[src/rtl/soc_gpio_input_filter.sv]
// GPIO pad input conditioning: per-pin synchronizer, debounce counter,
// filtered level register and registered one-cycle rise/fall pulses.
module soc_gpio_input_filter #(
  parameter int unsigned PIN_COUNT       = 32,
  parameter int unsigned SYNC_STAGES     = 2,
  parameter int unsigned DEBOUNCE_CYCLES = 16,
  parameter logic        RESET_VALUE     = 1'b0
) (
  input  logic                 clk,
  input  logic                 res,
  input  logic [PIN_COUNT-1:0] pins_in,
  input  logic [PIN_COUNT-1:0] bypass,
  output logic [PIN_COUNT-1:0] gpio_in,
  output logic [PIN_COUNT-1:0] rise,
  output logic [PIN_COUNT-1:0] fall
);

  localparam int unsigned CNT_W_RAW = $clog2(DEBOUNCE_CYCLES + 1);
  localparam int unsigned CNT_W     = (CNT_W_RAW < 1) ? 1 : CNT_W_RAW;
  localparam logic [CNT_W-1:0] CNT_LAST = CNT_W'(DEBOUNCE_CYCLES - 1);

  logic [PIN_COUNT-1:0] sync_q [SYNC_STAGES];
  logic [PIN_COUNT-1:0] synced;

  logic [CNT_W-1:0]     cnt_q [PIN_COUNT];
  logic [CNT_W-1:0]     cnt_d [PIN_COUNT];
  logic [PIN_COUNT-1:0] gpio_q;
  logic [PIN_COUNT-1:0] gpio_d;
  logic [PIN_COUNT-1:0] rise_q;
  logic [PIN_COUNT-1:0] fall_q;

  assign synced = sync_q[SYNC_STAGES-1];

  // Plain shift chain into the clock domain; no logic between stages.
  always_ff @(posedge clk) begin
    if (res) begin
      for (int unsigned s = 0; s < SYNC_STAGES; s++) begin
        sync_q[s] <= {PIN_COUNT{RESET_VALUE}};
      end
    end else begin
      sync_q[0] <= pins_in;
      for (int unsigned s = 1; s < SYNC_STAGES; s++) begin
        sync_q[s] <= sync_q[s-1];
      end
    end
  end

  // Debounce decision per pin: accept a new level after it persists long enough.
  always_comb begin
    gpio_d = gpio_q;
    for (int unsigned j = 0; j < PIN_COUNT; j++) begin
      cnt_d[j] = '0;
      if (bypass[j]) begin
        gpio_d[j] = synced[j];
      end else if (synced[j] != gpio_q[j]) begin
        if (cnt_q[j] == CNT_LAST) begin
          gpio_d[j] = synced[j];
        end else begin
          cnt_d[j] = cnt_q[j] + 1'b1;
        end
      end
    end
  end

  // Filtered level, counters and edge pulses; reset overrides any acceptance.
  always_ff @(posedge clk) begin
    if (res) begin
      gpio_q <= {PIN_COUNT{RESET_VALUE}};
      rise_q <= '0;
      fall_q <= '0;
      for (int unsigned j = 0; j < PIN_COUNT; j++) begin
        cnt_q[j] <= '0;
      end
    end else begin
      gpio_q <= gpio_d;
      rise_q <= ~gpio_q & gpio_d;
      fall_q <= gpio_q & ~gpio_d;
      for (int unsigned j = 0; j < PIN_COUNT; j++) begin
        cnt_q[j] <= cnt_d[j];
      end
    end
  end

  assign gpio_in = gpio_q;
  assign rise    = rise_q;
  assign fall    = fall_q;

endmodule

[config.mk]
export PLATFORM = sky130hd
export DESIGN_NAME = soc_gpio_input_filter
export DESIGN_NICKNAME = d
export VERILOG_FILES = /design/src/rtl/soc_gpio_input_filter.sv
export SDC_FILE = /design/constraint.sdc
export NUM_CORES = 1
export LEC_CHECK = 0
export ABC_AREA = 1
export CORE_AREA = 4 4 209 211
export CTS_BUF_LIST = sky130_fd_sc_hd__clkbuf_4
export CTS_CLUSTER_SIZE = 12
export DETAILED_ROUTE_END_ITERATION = 10
export DIE_AREA = 0 0 213 215
export MAX_ROUTING_LAYER = met4
export SLEW_MARGIN = 5
export SYNTH_ARGS = -nofsm -noshare
export SYNTH_HDL_FRONTEND = slang
export SYNTH_SLANG_ARGS = --single-unit
[constraint.sdc]
create_clock -name clk -period 2.46 [get_ports clk]
set_clock_uncertainty 0.15 [all_clocks]
set_input_delay 0.246 -clock clk [delete_from_list [all_inputs] [get_ports clk]]
set_output_delay 0.246 -clock clk [all_outputs]
set_load 0.02 [all_outputs]
# Word level (Yosys, flattened, before mapping)
# Memories as Yosys holds them, arrays and structs flattened.
# Index checks and enable logic that the tools add are counted.
# W data, S select, Z words.
dict set report op_classes {
  add_sub_neg 32
  eq_ne 64
  mux 229
  bitwise_logic 38
}
# operator count
set op_table {}
lappend op_table {{$mux W5} 128}
lappend op_table {{$add A5 B1 Y5 const B} 32}
lappend op_table {{$eq A5 B4 Y1 const B} 32}
lappend op_table {{$mux W1} 99}
lappend op_table {{$and A32 B32 Y32} 2}
lappend op_table {{$mux W32} 2}
lappend op_table {{$not A32 Y32} 2}
lappend op_table {{$or A1 B1 Y1} 34}
lappend op_table {{$ne A1 B1 Y1} 32}
dict set report totals {
  regBits 96
  ramBits 224
  in_bits 66
  output_inout_bits 96
  elab_cells 368
  mem_count 2
}
# memory words width read_ports rd_clocked_by_memory_dff write_ports line
set mem_list {}
lappend mem_list {cnt_q 32 5 32 0 32 25} ;# logic [CNT_W-1:0] cnt_q [PIN_COUNT];
lappend mem_list {sync_q 2 32 2 0 2 22} ;# logic [PIN_COUNT-1:0] sync_q [SYNC_STAGES];

# Longest topological paths before layout
dict set report logic_depth {
  depth_word 6
  mapped_depth 9
  mapped_depth_nobuf 9
}

# Worst setup path after synthesis
# No wires, ideal clock.
dict set report synth_timing {
  path_type {register to register}
  start {memory cnt_q[0][10] in the netlist's numbering}
  end {memory cnt_q[0][13] in the netlist's numbering}
  setup_ps 56
  t_arrival_ps 1332
  required_time_ps 2254
  path_slack_ps 922
  path_stages_with_launch 10
  path_buffers 0
  period_less_slack_ps 1538
  cell_sequence {dfxtp_1 -> ha_1 -> nand2_1 -> nor2_1 -> ha_1 -> nor2_1 -> nand2_1 -> nor2_1 -> nand2_1 -> inv_1}
}
# element line
set synth_lines {}
lappend synth_lines {{from (decl)} 25}

# Worst setup path after layout
dict set report layout_timing {
  start {register gpio_q[2] (netlist: gpio_in[2])}
  end {output gpio_in[2]}
}
# element line
set layout_lines {}
lappend layout_lines {{from (decl)} 27} ;# logic [PIN_COUNT-1:0] gpio_q;
lappend layout_lines {{from (signal assigned)} 68} ;# gpio_q <= {PIN_COUNT{RESET_VALUE}};
lappend layout_lines {{from (signal assigned)} 75} ;# gpio_q <= gpio_d;
lappend layout_lines {{to (decl)} 13} ;# output logic [PIN_COUNT-1:0] gpio_in,
# No word-level cell between the ends.

==> flow_metrics.py <==
metrics = {
    "setup_path": {
        "crit_arrival_ns": 1.85,
        "r2r.worst_path.cells": 9,
        "startpoint_type": "register",
        "critical_path_class": "reg2out",
        "crit_buf_inv": 1,
        "max_stage_delay_ns": 0.70,
        "critical_path_required_ns": 2.06,
        "cp_num_cells": 1,
        "crit_path_max_fanout": 4,
        "cpMaxStageDelayCell": "clkdlybuf4s50_1",
        "crit_path_end_kind": "output pin",
        "crit_family": "buffers and inverters",
        "worstPathCellList": "clkdlybuf4s50_1",
    },
    "placed_design": {
        "place_inst": 2201,
        "pre_cts_ws_ns": 0.683,
        "dp.final_hpwl_um": 15200,
        "placedInstanceArea_um2": 14500,
        "portBuffers": 161,
        "gp_congestion": 0.743,
    },
    "clocking": {
        "htreeDepth": 3,
        "clockRootBuffer": "clkbuf_4",
        "cts-buffers-inserted": 89,
        "cts_buffer_depth": 3,
        "clk_pin_slew_worst_paths_ns": 0.06,
        "holdBufCountCts": 96,
        "worstSkewPairLatency_ns": 0.77,
        "cts_tree": "yes",
        "post_cts_resize_count": 0,
        "cts_sinks": 320,
        "post_cts_buffers": 0,
    },
    "die": {
        "row_count": 75,
        "core_um2": 41800,
        "dieArea_um2": 45800,
        "initial_core_util": 0.297,
        "fp.dieW_um": 213,
        "io_pins": 162,
        "die_y_um": 215,
    },
    "timing": {
        "post-route-period-util": 0.912,
        "fmax_ghz": 0.446,
        "setup_tns_ns": 0,
        "whs_ns": 0.124,
        "period_minus_slack_ns": 2.24,
        "worstMarginPinSlew_ns": 0.824,
        "drv_slew": 0,
        "hold_viol": 0,
        "worst_slack_ns": 0.216,
        "rsz0062_at_grt": "false",
        "setup_violations": 0,
        "relSlewSlack": 0.450,
    },
    "global_route": {
        "grt_use_total": 0.108,
        "gr-total-overflow": 0,
        "grt_max_degree": 134,
        "grt_pass1_wl_um": 40400,
        "antenna_found_initial": 4,
        "grt_pass1_vias": 9557,
    },
    "pwr": {
        "ir_worst_vdd_v": 0.000448,
        "leakage_nw": 7.07,
        "p_total_mw": 10.8,
        "p_per_area_nw_per_um2": 651,
    },
    "synth": {
        "yosysWarnings": 0,
        "synthesis.instances": 1521,
        "synth_fp_nets": 1651,
        "synth_cell_type_count": 19,
        "yosys_register_bits": 320,
        "yosysSeqAreaShare": 0.517,
        "synth_flop_cell": "dfxtp_1",
        "synthesis.area_um2": 12400,
        "avgSynthCellArea_um2": 8.15,
        "async_flop_share": 0,
        "synth_edf_count": 0,
    },
    "flow_run": {
        "maxCapViolations": 0,
    },
    "routing": {
        "routed_wirelength_um": 23800,
        "route.detailed.drc": 0,
        "wl_per_cell_um": 9.69,
        "drtIter0Drc": 331,
        "route.vias.total": 10000,
        "dr.pass1.iters": 4,
        "drt-vias-per-instance": 4.07,
        "drtAntennaViolNets": 0,
    },
    "cells_and_area": {
        "layout-drive-gt1-share": 0.0904,
        "syn_to_final_growth_pct": 34.4,
        "final_cell_area_um2": 16700,
        "nNetsFinal": 1979,
        "fill_cells": 4162,
        "fin_cells": 2459,
        "fin_util": 0.399,
    },
    "status": {
        "status": "complete, no violations",
    },
    "hold_path": {
        "holdPathStages": 4,
        "hp-class": "in2reg",
    },
}
## registers in the layout, summed over array words and instances, names as in the netlist
register and cells:
fall 32, rise 32, cnt_q 160, sync_q 64
gpio_in 32
## synthesized netlist by cell type, types with 8 or more instances
master | instances | area (um^2)
buf_2 | 13 | 65.1
nor2_1 | 336 | 1260
nor4_1 | 27 | 169
xnor2_1 | 32 | 280
inv_1 | 276 | 1040
nand4_4 | 20 | 425
nor2_2 | 8 | 50.1
nand4_1 | 32 | 200
o21ai_0 | 27 | 135
nand3_1 | 38 | 190
nand2_1 | 305 | 1140
nor3_1 | 8 | 40.0
ha_1 | 64 | 801
dfxtp_1 | 320 | 6410
## path summary, 6_finish.rpt
kind	end	slack (ns)	from
max reg2reg	cnt_q[0][3]	0.74	cnt_q[0][0]
min reg2reg	sync_q[0][44]	0.22	sync_q[0][12]
max	gpio_in[2]	0.22	gpio_in[2]
min	cnt_q[0][9]	0.12	bypass[1]
## placed cells by master (no fill, tap or decap), drive strengths merged
| master | count |
|---|---|
| buf | 2 |
| bufinv | 3 |
| clkbuf | 125 |
| clkdlybuf4s50 | 160 |
| clkinv | 24 |
| clkinvlp | 4 |
| dfxtp | 320 |
| diode | 6 |
| dlygate4sd3 | 96 |
| ha | 64 |
| inv | 277 |
| nand2 | 305 |
| nand3 | 38 |
| nand4 | 58 |
| nor2 | 344 |
| nor3 | 8 |
| nor4 | 27 |
| o21ai | 27 |
| xnor2 | 32 |
## cell type report
type,instances,area [um^2],area share
tap,539,674,0.0405
inverter,277,1040,0.0627
sequential,320,6410,0.385
clock inverter,31,214,0.0128
antenna,6,15.0,0.000902
timing repair buffer,258,2590,0.156
clock buffer,125,938,0.0563
multi-input combinational,903,4770,0.287
## power by group
part	leakage, nW	switching, mW	internal [mW]
clock network	0.665	2.17	2.66
logic	3.81	0.339	0.338
registers	2.60	0.0645	5.28
total	7.07	2.57	8.28
## per-layer routing
layer  part of all wire  global-route usage  vias up
li1                   -                   -     5383
met1               0.44               0.117     4409
met2               0.47               0.174      171
met3              0.060              0.0421       53
met4              0.026              0.0490        0
met5                  0                   -        -
## kinds of logic (layout without fill, tap and decap cells)
family	after synthesis	in the layout	synth area share
flip-flops	320	320	0.517
adder cells (fa/ha/maj)	64	64	0.0646
AND/OR/NAND/NOR	780	780	0.287
AO/OA/AOI/OAI	27	27	0.0109
other	0	6	0
XOR/XNOR	32	32	0.0226
buffers and inverters	298	691	0.0979
Note: power is estimated with default switching activity, not from simulation.
